**src/rtl/mix_pkg.sv**
```systemverilog
// mix_pkg: shared widths, FSM state encoding and default fold parameters for
// the mix_digest block.
// Ports: none (package only).
package mix_pkg;

  localparam int WORD_W = 32;
  localparam int NWORDS = 8;
  localparam int STATE_W = WORD_W * NWORDS;
  localparam int IDX_W = 3;
  localparam int SEQ_W = 8;

  localparam logic [IDX_W-1:0] LAST_IDX = IDX_W'(NWORDS - 1);

  localparam logic [WORD_W-1:0] DEF_SEED = 32'h0000_0000;
  localparam int unsigned DEF_ROT = 5;
  localparam logic [WORD_W-1:0] DEF_K = 32'h9E37_79B9;

  typedef enum logic [1:0] {
    IDLE = 2'd0,
    FOLD = 2'd1,
    HOLD = 2'd2
  } state_t;

  // Rotate left by r. The doubled word shifted left leaves the rotated value
  // in the upper half, which also covers r=0 without a shift-by-32 corner.
  function automatic logic [WORD_W-1:0] rotl32(input logic [WORD_W-1:0] x,
                                               input logic [4:0] r);
    logic [2*WORD_W-1:0] t;
    t = {x, x} << r;
    return t[2*WORD_W-1:WORD_W];
  endfunction

endpackage

```
**src/rtl/mix_digest_round.sv**
```systemverilog
// mix_digest_round: one combinational fold step, next = (rotl(acc, ROT) ^ word) + K.
// Ports: acc_i (current accumulator), word_i (word being folded in),
//        acc_o (accumulator after this step). Zero latency, no handshake.
module mix_digest_round
  import mix_pkg::*;
#(
  parameter int unsigned ROT = DEF_ROT,
  parameter logic [WORD_W-1:0] K = DEF_K
) (
  input  logic [WORD_W-1:0] acc_i,
  input  logic [WORD_W-1:0] word_i,
  output logic [WORD_W-1:0] acc_o
);

  localparam logic [4:0] ROT_AMT = 5'(ROT);

  // XOR must happen before the add; '+' binds tighter than '^' in SV.
  assign acc_o = (rotl32(acc_i, ROT_AMT) ^ word_i) + K;

endmodule

```
**src/rtl/mix_digest.sv**
```systemverilog
// mix_digest: captures an 8-word mixer state and folds it word by word into a
// 32-bit digest tagged with a wrapping capture sequence number.
// Ports: clk, rst_n (async active-low); in_valid/in_ready/in_state (256-bit
//        capture); out_valid/out_ready/out_digest/out_seq (digest handshake).
// Latency: capture at edge N -> out_valid after edge N+8. Output is held while
// out_ready is low; a new capture can overlap the output handshake in HOLD.
module mix_digest
  import mix_pkg::*;
#(
  parameter logic [WORD_W-1:0] SEED = DEF_SEED,
  parameter int unsigned ROT = DEF_ROT,
  parameter logic [WORD_W-1:0] K = DEF_K
) (
  input  logic                clk,
  input  logic                rst_n,
  input  logic                in_valid,
  output logic                in_ready,
  input  logic [STATE_W-1:0]  in_state,
  output logic                out_valid,
  input  logic                out_ready,
  output logic [WORD_W-1:0]   out_digest,
  output logic [SEQ_W-1:0]    out_seq
);

  state_t             state_q, state_d;
  logic [WORD_W-1:0]  acc_q, acc_d;
  logic [IDX_W-1:0]   idx_q, idx_d;
  logic [SEQ_W-1:0]   seq_q, seq_d;
  logic [SEQ_W-1:0]   out_seq_q, out_seq_d;
  logic [WORD_W-1:0]  out_digest_q, out_digest_d;
  logic [STATE_W-1:0] words_q, words_d;

  logic [WORD_W-1:0]  cur_word;
  logic [WORD_W-1:0]  acc_next;
  logic               in_hs;
  logic               out_hs;

  // Word idx lives at bit offset idx*32.
  assign cur_word = words_q[{idx_q, 5'b0} +: WORD_W];

  mix_digest_round #(
    .ROT (ROT),
    .K   (K)
  ) u_round (
    .acc_i  (acc_q),
    .word_i (cur_word),
    .acc_o  (acc_next)
  );

  assign out_valid  = (state_q == HOLD);
  assign out_digest = out_digest_q;
  assign out_seq    = out_seq_q;
  assign in_hs      = in_valid && in_ready;
  assign out_hs     = out_valid && out_ready;

  // In HOLD the slot frees exactly when the digest leaves, so readiness
  // follows downstream; this lets a capture overlap the output handshake.
  always_comb begin
    in_ready = 1'b0;
    unique case (state_q)
      IDLE:    in_ready = 1'b1;
      FOLD:    in_ready = 1'b0;
      HOLD:    in_ready = out_ready;
      default: in_ready = 1'b0;
    endcase
  end

  always_comb begin
    state_d      = state_q;
    acc_d        = acc_q;
    idx_d        = idx_q;
    seq_d        = seq_q;
    out_seq_d    = out_seq_q;
    out_digest_d = out_digest_q;
    words_d      = words_q;

    unique case (state_q)
      IDLE: begin
        if (in_hs) begin
          state_d = FOLD;
        end
      end
      FOLD: begin
        acc_d = acc_next;
        idx_d = idx_q + 3'd1;
        if (idx_q == LAST_IDX) begin
          out_digest_d = acc_next;
          state_d      = HOLD;
        end
      end
      HOLD: begin
        if (out_hs) begin
          state_d = in_hs ? FOLD : IDLE;
        end
      end
      default: state_d = IDLE;
    endcase

    // Capture is shared by IDLE and HOLD; in FOLD in_ready is low so in_hs
    // cannot fire and the latched words stay frozen.
    if (in_hs) begin
      words_d   = in_state;
      acc_d     = SEED;
      idx_d     = '0;
      out_seq_d = seq_q;
      seq_d     = seq_q + 8'd1;
    end
  end

  always_ff @(posedge clk or negedge rst_n) begin
    if (!rst_n) begin
      state_q      <= IDLE;
      acc_q        <= '0;
      idx_q        <= '0;
      seq_q        <= '0;
      out_seq_q    <= '0;
      out_digest_q <= '0;
      words_q      <= '0;
    end else begin
      state_q      <= state_d;
      acc_q        <= acc_d;
      idx_q        <= idx_d;
      seq_q        <= seq_d;
      out_seq_q    <= out_seq_d;
      out_digest_q <= out_digest_d;
      words_q      <= words_d;
    end
  end

endmodule

```
**config.mk**
```make
export PLATFORM = sky130hd
export DESIGN_NAME = mix_digest
export DESIGN_NICKNAME = d
export VERILOG_FILES = /design/src/rtl/mix_pkg.sv /design/src/rtl/mix_digest_round.sv /design/src/rtl/mix_digest.sv
export SDC_FILE = /design/constraint.sdc
export NUM_CORES = 1
export LEC_CHECK = 0
export CORE_MARGIN = 10
export CORE_UTILIZATION = 57
export DETAILED_ROUTE_END_ITERATION = 10
export PLACE_DENSITY = 0.95
export SLEW_MARGIN = 20
export SYNTH_ARGS = -nofsm -noshare
export SYNTH_HDL_FRONTEND = slang
export SYNTH_SLANG_ARGS = --single-unit
```
**constraint.sdc**
```tcl
create_clock -name clk -period 4.8 [get_ports clk]
set_clock_uncertainty 0.2 [all_clocks]
set_input_delay 0.48 -clock clk [delete_from_list [all_inputs] [get_ports clk]]
set_output_delay 0.48 -clock clk [all_outputs]
set_load 0.01 [all_outputs]
```
==> summary.md, run 1 <==
| Metric | Value |
|---|---|
| Status | `complete, no violations` |
| Clk buf depth | `3` |
| Post-Route WL | `about 52 mm` |
| CP max stage delay | `roughly 730 ps` |
| Vias per inst | `5.748` |
| Relative slew slack | `24.49%` |
| Crit share post-route | `83.94%` |
| GP Congestion | `1.009` |
| Most frequent cells in the layout | `858 x nand2_1, 340 x dfrtp_1, 300 x clkdlybuf4s50_1, 79 x o21ai_0, 55 x mux2i_1` |
| Initial DRC Count | `1,563` |
| Commonest non-fill, non-tap cell in the layout | `nand2_1` |
| CTS tree | `yes` |
| TNS Setup | `0 ps` |
| Most used cell, CP | `buf_4` |
| Fin crit period | `4029 ps` |
| Clk slew on worst S/H paths | `60 ps` |
| Unrepaired setup endpoints after global routing | `false` |
| Internal power | `9046 uW` |
| Layout cells sized above 1 | `7.794%` |
| Crit path cell chain | `buf_4 -> nand2b_1 -> buf_4 -> o22ai_1 -> or3_1 -> a222oi_1 -> o311ai_1 -> nand2_1 -> o2bb2ai_2 -> mux2_2 -> o211ai_1` |
| Core Area | `27,710 um^2` |
| Hold EP | `words_q[215]` |
| Count of flip-flops with a built-in enable after synthesis | `0` |
| Clk_lat worst skew | `530 ps` |
| Async set-reset flop share out of synthesis | `100.0%` |
| # port buffers | `301` |
| Sequential area share after synthesis | `around 54%` |
| Worst reg-to-reg setup slack | `770 ps` |
| IO Count | `slightly above 300` |
| Initial antenna violation count | `4` |
| Number of global-route vias before repair | `14,480` |
| Critical Path RT | `around 5000 ps` |
| Total global routing track utilization | `29.21%` |
| Final Hold Vio Count | `0` |
| Nets@finish | `2,281` |
| Area of the mapped netlist | `approximately 16,000 um^2` |
| Die height | `between 150 and 200 um` |
| Critical path startpoint | `idx_q[2]` |
| PwrDens | `between 700 and 800 nW/um^2` |
| WL/cell | `approximately 22 um` |
| CTS Buf Count | `36` |
| First-pass GRT wire length | `81.53 mm` |
| VDD IR max | `around 0.00039 V` |
| Sequential share of power | `33.3%` |
| Combinational Power Share | `49.0%` |
| Vias post-DR | `13,910` |
| Syn_area_per_cell | `9.070 um^2` |
| CP max FO | `13` |
| P&R area growth vs syn | `28.06%` |
| Finished Layout Cells | `approximately 2,400` |
| Worst-Margin Slew | `1133 ps` |
| Antenna-violating nets left | `0` |
| Leakage | `0.009814 uW` |
| Distinct cells, synth | `58` |
| CP Capture Type | `register` |
| Switching part of the total | `42.42%` |
| Crit start category | `register` |
| Initial Util | `57.49%` |
| Final setup fails | `0` |
| DRC viols | `0` |
| Hold depth | `2` |
| F_max | `0.2482 GHz` |
| Critical path arrival | `4260 ps` |
| Post-synthesis cell count | `1,756` |
| Hold_sp | `words_q[215]` |
| Area of the die | `~35,000 um^2` |
| Top FF cell, synth | `dfrtp_1` |
| Grt ovf | `0` |
| Max-cap check violation count | `0` |
| Worst r2r src | `idx_q[2]` |
| Die W | `between 150 and 200 um` |
| Clock tree root buffer cell | `clkbuf_16` |
| Yosys warning count | `0` |
| Post-CTS Resized | `0` |
| Pin count of the biggest net entering global routing | `152` |
| WS Path Type | `reg2reg` |
| Fill count | `1,850` |
| First-pass DRT Iterations | `5` |
| Net Switching | `6665 uW` |
| Reg2Reg Depth | `11` |
| CP max-delay cell | `a222oi_1` |
| Fin. max-slew vios | `0` |
| Tightest Hold Check Type | `reg2reg` |
| Rows | `61` |
| Synthesized Nets | `2,020` |
| DP HPWL | `~39 mm` |
| CTS H-tree lvls | `2` |
| CTS sink cnt | `341` |
| Worst r2r dst | `acc_q[27]` |
| Post-placement cell count | `2,356` |
| Clk pwr share | `17.7%` |
| Synth Register Bits | `341` |
[routing by layer]
metal,share of wire [%],up-vias,global-route usage (%)
li1,-,6261,-
met1,38,6785,35.06
met2,48,711,48.10
met3,9.4,148,7.942
met4,5.0,4,13.65
met5,0.052,-,0
[final cells by class]
class | instances | area [um^2] | share of cell area (%)
diodes | 2 | 5.005 | 0.02454
clock buffers | 47 | 1025 | 5.024
clock inverters | 14 | 142.6 | 0.6993
inverters | 5 | 18.77 | 0.09201
multi-input cells | 1308 | 6945 | 34.05
flip-flops and latches | 341 | 8537 | 41.85
well taps | 378 | 473.0 | 2.319
repair buffers | 325 | 3251 | 15.94
[timing repair]
action | CTS | global route
hold buffers | 1 | 0
setup buffers | 0 | 0
hold endpoints to repair | 133 | 0
setup endpoints to repair | 0 | 0
[power by group through the flow]
stage | combinational, uW | sequential, uW | clock [uW]
2_1_floorplan | 5260 | 4870 | 0
3_3_place_gp | 7310 | 5120 | 0
3_5_place_dp | 7560 | 5210 | 0
4_1_cts | 7610 | 5200 | 2790
5_1_grt | 8400 | 5330 | 2910
6_report | 7700 | 5230 | 2780
[per-stage QoR]
| step | instance area (um^2) | power, uW | hold WS, ps | setup WS (ps) | utilization, % |
|---|---|---|---|---|---|
| floorplan | 15930 | 10130 | -15.59 | 1546 | - |
| global placement | 19210 | 12430 | 252.2 | 969.7 | 69.35 |
| detailed placement | 19210 | 12760 | 259.8 | 959.0 | 69.35 |
| CTS | 20390 | 15600 | 274.0 | 908.8 | 73.60 |
| global route | 20400 | 16650 | 289.0 | 601.6 | 73.62 |
| finish | 20400 | 15710 | 274.2 | 770.9 | 73.62 |
[synthesized netlist by cell type, types with 2 or more instances]
| library cell | instances | share of area, % |
|---|---|---|
| nand2b_1 | 4 | 0.16 |
| buf_6 | 5 | 0.35 |
| nor3_1 | 4 | 0.13 |
| xnor2_1 | 34 | 1.9 |
| dfrtp_1 | 341 | 54 |
| o311ai_1 | 2 | 0.11 |
| nand4_1 | 7 | 0.27 |
| buf_4 | 5 | 0.24 |
| a31oi_1 | 3 | 0.12 |
| o211ai_1 | 4 | 0.19 |
| or3_1 | 18 | 0.71 |
| o221ai_1 | 3 | 0.16 |
| o31ai_1 | 5 | 0.24 |
| a21oi_1 | 6 | 0.19 |
| a22oi_1 | 3 | 0.14 |
| o311ai_0 | 2 | 0.11 |
| nand2_1 | 859 | 20 |
| o21ai_0 | 79 | 2.5 |
| o22ai_1 | 19 | 0.75 |
| nand3_1 | 38 | 1.2 |
| xor2_1 | 13 | 0.71 |
| mux4_2 | 22 | 3.1 |
| a22o_1 | 16 | 0.88 |
| o2bb2ai_1 | 2 | 0.11 |
| nor2_1 | 14 | 0.33 |
| nor2b_1 | 3 | 0.12 |
| or4_1 | 2 | 0.094 |
| a221oi_1 | 2 | 0.11 |
| mux2i_1 | 55 | 3.5 |
| mux2_2 | 45 | 3.2 |
| buf_1 | 2 | 0.047 |
| buf_2 | 7 | 0.22 |
| ha_1 | 4 | 0.31 |
| inv_1 | 4 | 0.094 |
| clkbuf_1 | 83 | 2.0 |
| and2_1 | 19 | 0.75 |
[cell families (layout without fill, tap and decap cells)]
| logic type | after synthesis | after routing | share of synthesized area [%] |
|---|---|---|---|
| flip-flops | 341 | 341 | 53.57 |
| multiplexers | 122 | 122 | 9.749 |
| AND/OR/NAND/NOR | 975 | 975 | 24.43 |
| other | 0 | 2 | 0 |
| buffers and inverters | 107 | 391 | 2.930 |
| adder cells (fa/ha/maj) | 4 | 4 | 0.3142 |
| AO/OA/AOI/OAI | 160 | 160 | 6.418 |
| XOR/XNOR | 47 | 47 | 2.584 |
[critical path, delay by kind of cell (launching register included)]
kind	cells	cell delay (ps)
AO/OA/AOI/OAI	5	1400
AND/OR/NAND/NOR	3	990
buffers and inverters	2	500
flip-flops	1	440
multiplexers	1	390
[registers in the layout, summed over array words and instances, names as in the netlist]
register and flops:
words_q 256, seq_q 8, idx_q 3, acc_q 32
state_q 2, out_seq 8, out_digest 32
[worst max path at each step]
stage	cells past startpoint	endpoint
after detailed placement	13	out_digest[24]
after global routing	13	out_digest[30]
after CTS	11	acc_q[27]
after floorplan	12	acc_q[27]
after global placement	9	acc_q[27]
final	11	acc_q[27]
No activity file was read; power rests on OpenSTA's default activity.
==> run 2, diff against run 1 <==
--- a/config.mk
+++ b/config.mk
@@ -6,9 +6,9 @@
 export NUM_CORES = 1
 export LEC_CHECK = 0
 export CORE_MARGIN = 10
-export CORE_UTILIZATION = 57
+export CORE_UTILIZATION = 48
 export DETAILED_ROUTE_END_ITERATION = 10
-export PLACE_DENSITY = 0.95
+export PLACE_DENSITY = 0.86
 export SLEW_MARGIN = 20
 export SYNTH_ARGS = -nofsm -noshare
 export SYNTH_HDL_FRONTEND = slang
==> constraint.sdc (replaced) <==
create_clock -name clk -period 3.4 [get_ports clk]
set_clock_uncertainty 0.2 [all_clocks]
set_input_delay 0.34 -clock clk [delete_from_list [all_inputs] [get_ports clk]]
set_output_delay 0.34 -clock clk [all_outputs]
set_load 0.01 [all_outputs]
==> run 2 against run 1 <==
Effect of this change:
- the flow now finishes with violations (setup timing)
- critical path type unchanged
- clock-buffer cell count rose by 4
- clock power up 51%
- via count is 0.81% higher
- register-to-register slack got worse by 880 ps
- worst setup slack worse by 880 ps
- highest routed layer is now met4
- non-clock buffer count grew 76
- core utilization decreased by 7.0 points
- critical path depth unchanged
==> summary.md, run 2 (synthesized netlist as in run 1, its figures left out) <==
| Metric | Value |
|---|---|
| Layout cells sized above 1 | `13.87%` |
| PwrDens | `approximately 1200 nW/um^2` |
| DRC viols | `0` |
| Post-placement cell count | `2,485` |
| Critical Path RT | `3630 ps` |
| First-pass GRT wire length | `approximately 82 mm` |
| Area of placed instances | `slightly below 20,000 um^2` |
| WL/cell | `20.75 um` |
| Number of global-route vias before repair | `14,420` |
| Fin crit period | `3512 ps` |
| Crit share post-route | `103.3%` |
| Largest register FFs | `256` |
| Final setup fails | `12` |
| Total global routing track utilization | `25.21%` |
| CTS tree | `yes` |
| GP Congestion | `between 0.9 and 1` |
| Layout Utilization | `between 60% and 70%` |
| Status | `finished, violations left` |
| CTS Buf Count | `37` |
| Initial antenna violation count | `8` |
| Pin count of the biggest net entering global routing | `about 150` |
| Fill count | `2,457` |
| VDD IR max | `0.0005759 V` |
| Relative slew slack | `between 40% and 50%` |
| P&R area growth vs syn | `36.49%` |
| Rows | `66` |
| Area of the die | `40,870 um^2` |
| Vias per inst | `5.456` |
| Commonest non-fill, non-tap cell in the layout | `nand2_1` |
| Critical Path End | `acc_q[31]` |
| Initial DRC Count | `1,207` |
| DP HPWL | `39.24 mm` |
| WS Path Type | `reg2reg` |
| Worst reg-to-reg setup slack | `-110 ps` |
| Final Cell Area | `21,740 um^2` |
| IO Count | `302` |
| Die W | `202.2 um` |
| Fin worst setup slack | `-111.5 ps` |
| Crit start category | `register` |
| F_max | `~0.28 GHz` |
| Biggest register | `words_q` |
| Critical path arrival | `3740 ps` |
| Leakage | `0.01042 uW` |
| Initial Util | `48.83%` |
| Grt ovf | `0` |
| Finished Layout Cells | `2,570` |
| Clk_lat worst skew | `540 ps` |
| Critical path startpoint | `idx_q[0]` |
| Vias post-DR | `14,020` |
| Reg2Reg Depth | `11` |
| Most frequent cells in the layout | `856 x nand2_1, 339 x dfrtp_1, 300 x clkdlybuf4s50_1, 81 x buf_4, 52 x o21ai_0` |
| Nets@finish | `2,358` |
| # port buffers | `around 300` |
| Clk buf depth | `3` |
| CP Capture Type | `register` |
| CTS sink cnt | `341` |
| Unrepaired setup endpoints after global routing | `true` |
| First-pass DRT Iterations | `5` |
| Core Area | `32,620 um^2` |
| Final Power | `about 25,000 uW` |
| Clk slew on worst S/H paths | `60 ps` |
| CP max FO | `11` |
| Failing checks | `setup timing` |
| Tightest Hold Check Type | `in2reg` |
| Antenna-violating nets left | `0` |
| Post-Route WL | `53.34 mm` |
| Worst-Margin Slew | `872.1 ps` |
| Clock tree root buffer cell | `clkbuf_16` |
| Max-cap check violation count | `0` |
| Final Hold Vio Count | `0` |
| TNS Setup | `-493.3 ps` |
| Worst r2r dst | `acc_q[31]` |
| CTS H-tree lvls | `2` |
| Worst r2r src | `idx_q[0]` |
| Die height | `roughly 200 um` |
| Fin. max-slew vios | `0` |
==> run 2: changes by cell type in the layout (fill, tap and decap cells not counted), sizes merged, moves of 2 or more <==
cell	change
buf	+75
clkinv	-2
diode	+7
clkinvlp	-2
clkbuf	+4
bufinv	+2
==> run 2: layout make-up <==
class / instances / area [um^2] / area share (%)
Sequential cell: 341 / 8538 / 39.27
Clock inverter: 13 / 193.9 / 0.8921
Timing Repair Buffer: 401 / 4006 / 18.43
Multi-Input combinational cell: 1308 / 7338 / 33.76
Antenna cell: 9 / 22.52 / 0.1036
Clock buffer: 51 / 1069 / 4.915
Inverter: 5 / 18.77 / 0.08633
Tap cell: 442 / 553.0 / 2.544
==> run 2: repair_timing <==
| item | CTS | global route |
|---|---|---|
| hold endpoints to repair | 89 | 0 |
| hold buffers | 1 | 0 |
| setup endpoints to repair | 28 | 42 |
| gates cloned | 1 | 0 |
| resized for setup | 23 | 83 |
| buffers inserted | 1 | 9 |
| pin swaps | 5 | 17 |
==> run 2: worst max-delay path, cell delays in order, from the launching register on <==
cell and delay (ps):
dfrtp_4 530, buf_12 170, bufbuf_16 290, mux2i_1 130, a22o_1 270, o21ai_0 260, nand4_1 270, a21oi_1 280
nand2_2 150, or4_4 460, and4_4 170, o31ai_1 210
==> run 2: worst min-delay path by stage <==
stage / start / to / slack, ps / cells after the start
after global placement: rst_n / words_q[80] / 220 / 1
after CTS: in_state[92] / words_q[92] / 120 / 3
after detailed placement: rst_n / words_q[80] / 230 / 1
after global routing: in_state[117] / words_q[117] / 140 / 3
final: in_state[92] / words_q[92] / 130 / 3
after floorplan: rst_n / acc_q[0] / -160 / 0
==> run 2: per-stage QoR <==
| step | worst slack, ps | hold WS (ps) |
|---|---|---|
| final | -111.5 | 131.6 |
| after global routing | -238.6 | 138.7 |
| after CTS | -38.69 | 117.9 |
| after detailed placement | -162.8 | 226.0 |
| after global placement | -204.8 | 224.9 |
| after floorplan | 145.6 | -155.6 |
==> run 2: power by group <==
part | internal (uW) | switching [uW]
Sequential | 6020 | 1310
Combinational | 6340 | 7470
Clock | 2510 | 1680
Total | 14900 | 10500
==> run 2: layer usage <==
layer | track usage, % | routed length (um) | up-vias
met1 | 33.13 | 22250 | 6923
met5 | 0 | 0 | -
met3 | 4.158 | 3556 | 102
met4 | 8.766 | 1783 | 0
li1 | - | - | 6424
met2 | 41.53 | 25760 | 572
==> run 3, diff against run 2 <==
--- a/config.mk
+++ b/config.mk
@@ -9,6 +9,7 @@
 export CORE_UTILIZATION = 48
 export DETAILED_ROUTE_END_ITERATION = 10
 export PLACE_DENSITY = 0.86
+export RECOVER_POWER = 50
 export SLEW_MARGIN = 20
 export SYNTH_ARGS = -nofsm -noshare
 export SYNTH_HDL_FRONTEND = slang
==> run 3 against run 2 <==
Effect of this change:
- the flow finishes with violations (capacitance limit, slew limit, setup timing)
- total power barely moved
- highest routed layer unchanged
- global-route usage did not move
- first-iteration DRC count is 0.99% lower
- die area is the same
- hold slack improved by 1.0 ps
- wire length about the same
==> summary.md, run 3 (synthesized netlist as in run 1, its figures left out) <==
| Metric | Value |
|---|---|
| Status | `finished, violations left` |
| Failing checks | `capacitance limit, slew limit, setup timing` |
| Fin. max-slew vios | `92` |
| Net Switching | `10,460 uW` |
| # port buffers | `301` |
| Rows | `66` |
| DRC viols | `0` |
| Initial Util | `48.83%` |
| Sequential share of power | `28.9%` |
| PwrDens | `approximately 1200 nW/um^2` |
| CP top delay family | `simple AND/OR/NAND/NOR gates` |
| Tightest Hold Check Type | `in2reg` |
| Biggest register | `words_q` |
| Pin count of the biggest net entering global routing | `roughly 150` |
| Worst reg-to-reg setup slack | `-110 ps` |
| Max-cap check violation count | `1` |
| Finished Layout Cells | `2,569` |
| Antenna-violating nets left | `0` |
| Final Hold Vio Count | `0` |
| Initial DRC Count | `approximately 1,200` |
| Crit start category | `register` |
| CTS Buf Count | `37` |
| Switching part of the total | `between 40% and 50%` |
| Die height | `between 200 and 250 um` |
| Largest register FFs | `between 200 and 300` |
| Final Power | `25,310 uW` |
| VDD IR max | `0.0005794 V` |
| Post-Route WL | `53.31 mm` |
| Layout Utilization | `between 60% and 70%` |
| CP Capture Type | `register` |
| Number of global-route vias before repair | `14,420` |
| Vias per inst | `roughly 5.5` |
| Relative slew slack | `-63.42%` |
| Commonest non-fill, non-tap cell in the layout | `nand2_1` |
| Leakage | `0.01041 uW` |
| Nets@finish | `2,358` |
| Post-placement cell count | `~2,500` |
| CTS H-tree lvls | `2` |
| Area of placed instances | `approximately 20,000 um^2` |
| CTS tree | `yes` |
| First-pass GRT wire length | `slightly above 80 mm` |
| Final Cell Area | `21,700 um^2` |
| Total global routing track utilization | `25.21%` |
| Clk_lat worst skew | `540 ps` |
| Vias post-DR | `about 14,000` |
| Combinational Power Share | `54.5%` |
| Layout cells sized above 1 | `~14%` |
| Clk pwr share | `16.6%` |
| Final setup fails | `12` |
| Core Area | `32,620 um^2` |
| CP max-delay cell | `or4_4` |
| Area of the die | `40,870 um^2` |
| CP max stage delay | `500 ps` |
| DP HPWL | `39.24 mm` |
| Die W | `202.2 um` |
| Worst path buffer plus inverter count | `1` |
| Fin crit period | `3508 ps` |
| Crit path cell chain | `buf_12 -> mux2_2 -> o22ai_2 -> or3_1 -> nand4_1 -> a311o_1 -> and2_1 -> or4_4 -> and4_4 -> o31ai_1` |
| Worst-Margin Slew | `between 2000 and 2500 ps` |
| Internal power | `14,850 uW` |
| WS Path Type | `reg2reg` |
| Grt ovf | `0` |
| CTS sink cnt | `between 300 and 400` |
| Clk slew on worst S/H paths | `60 ps` |
| Clk buf depth | `3` |
| IO Count | `302` |
| P&R area growth vs syn | `36.26%` |
| Critical path arrival | `3730 ps` |
| First-pass DRT Iterations | `5` |
| Critical Path RT | `3620 ps` |
| Crit share post-route | `103.2%` |
| CP max FO | `24` |
| Clock tree root buffer cell | `clkbuf_16` |
| F_max | `around 0.29 GHz` |
| Unrepaired setup endpoints after global routing | `true` |
| GP Congestion | `0.9569` |
| Fin worst setup slack | `-108.4 ps` |
| Hold slack final | `132.6 ps` |
| Most frequent cells in the layout | `856 x nand2_1, 339 x dfrtp_1, 300 x clkdlybuf4s50_1, 80 x buf_4, 52 x o21ai_0` |
| Initial antenna violation count | `8` |
| WL/cell | `20.75 um` |
run 3: cell count changes in the layout (fill, tap and decap cells not counted), sizes merged:
cell / before / now
clkbuf: 51 / 53
diode: 9 / 8
buf: 99 / 97
run 3: final cells by class:
type | instances | area [um^2]
Sequential cell | 341 | 8538
Timing Repair Buffer | 401 | 3975
Clock inverter | 13 | 193.9
Clock buffer | 51 | 1069
Inverter | 5 | 18.77
Antenna cell | 8 | 20.02
Fill cell | 2462 | 10920
Multi-Input combinational cell | 1308 | 7336
Tap cell | 442 | 553.0
run 3: power groups by stage:
stage	Combinational, uW	Sequential [uW]	Clock (uW)
CTS	12600	7270	4230
detailed placement	12200	7300	0
global route	15000	7500	4400
global placement	11900	7210	0
floorplan	7430	6870	0
finish	13800	7320	4190
run 3: through the flow:
stage | worst slack, ps | TNS, ps
floorplan | 145.6 | 0
global placement | -204.8 | -1417
detailed placement | -162.8 | -1888
CTS | -38.69 | -78.88
finish | -108.4 | -477.4
global route | -238.6 | -3791
run 3: repair_timing:
action	4_1_cts	5_1_grt
gates resized for setup	23	83
setup buffers	1	9
endpoints found under the hold margin	89	0
pin swaps	5	17
cloned	1	0
setup endpoints to repair	28	42
hold buffers	1	0
run 3: tightest hold or removal path, cell delays in order:
cell and delay, ps:
clkdlybuf4s50_1 390, nand2_1 50, nand2_1 40
run 3: worst paths after layout:
| check | from | endpoint | cells past startpoint |
|---|---|---|---|
| max in group asynchronous | rst_n | acc_q[7] | 3 |
| max reg2reg | idx_q[0] | acc_q[31] | 10 |
| min in group asynchronous | rst_n | words_q[80] | 2 |
| min reg2reg | words_q[141] | words_q[141] | 2 |
| min | in_state[92] | words_q[92] | 3 |
| max | idx_q[0] | acc_q[31] | 10 |
run 3: per-layer routing:
| layer | global-route usage, % | routed length, um | vias up |
|---|---|---|---|
| met5 | 0 | 0 | - |
| met4 | 8.766 | 1832 | 0 |
| met1 | 33.13 | 22070 | 6932 |
| met2 | 41.53 | 25810 | 575 |
| met3 | 4.158 | 3593 | 105 |
| li1 | - | - | 6425 |
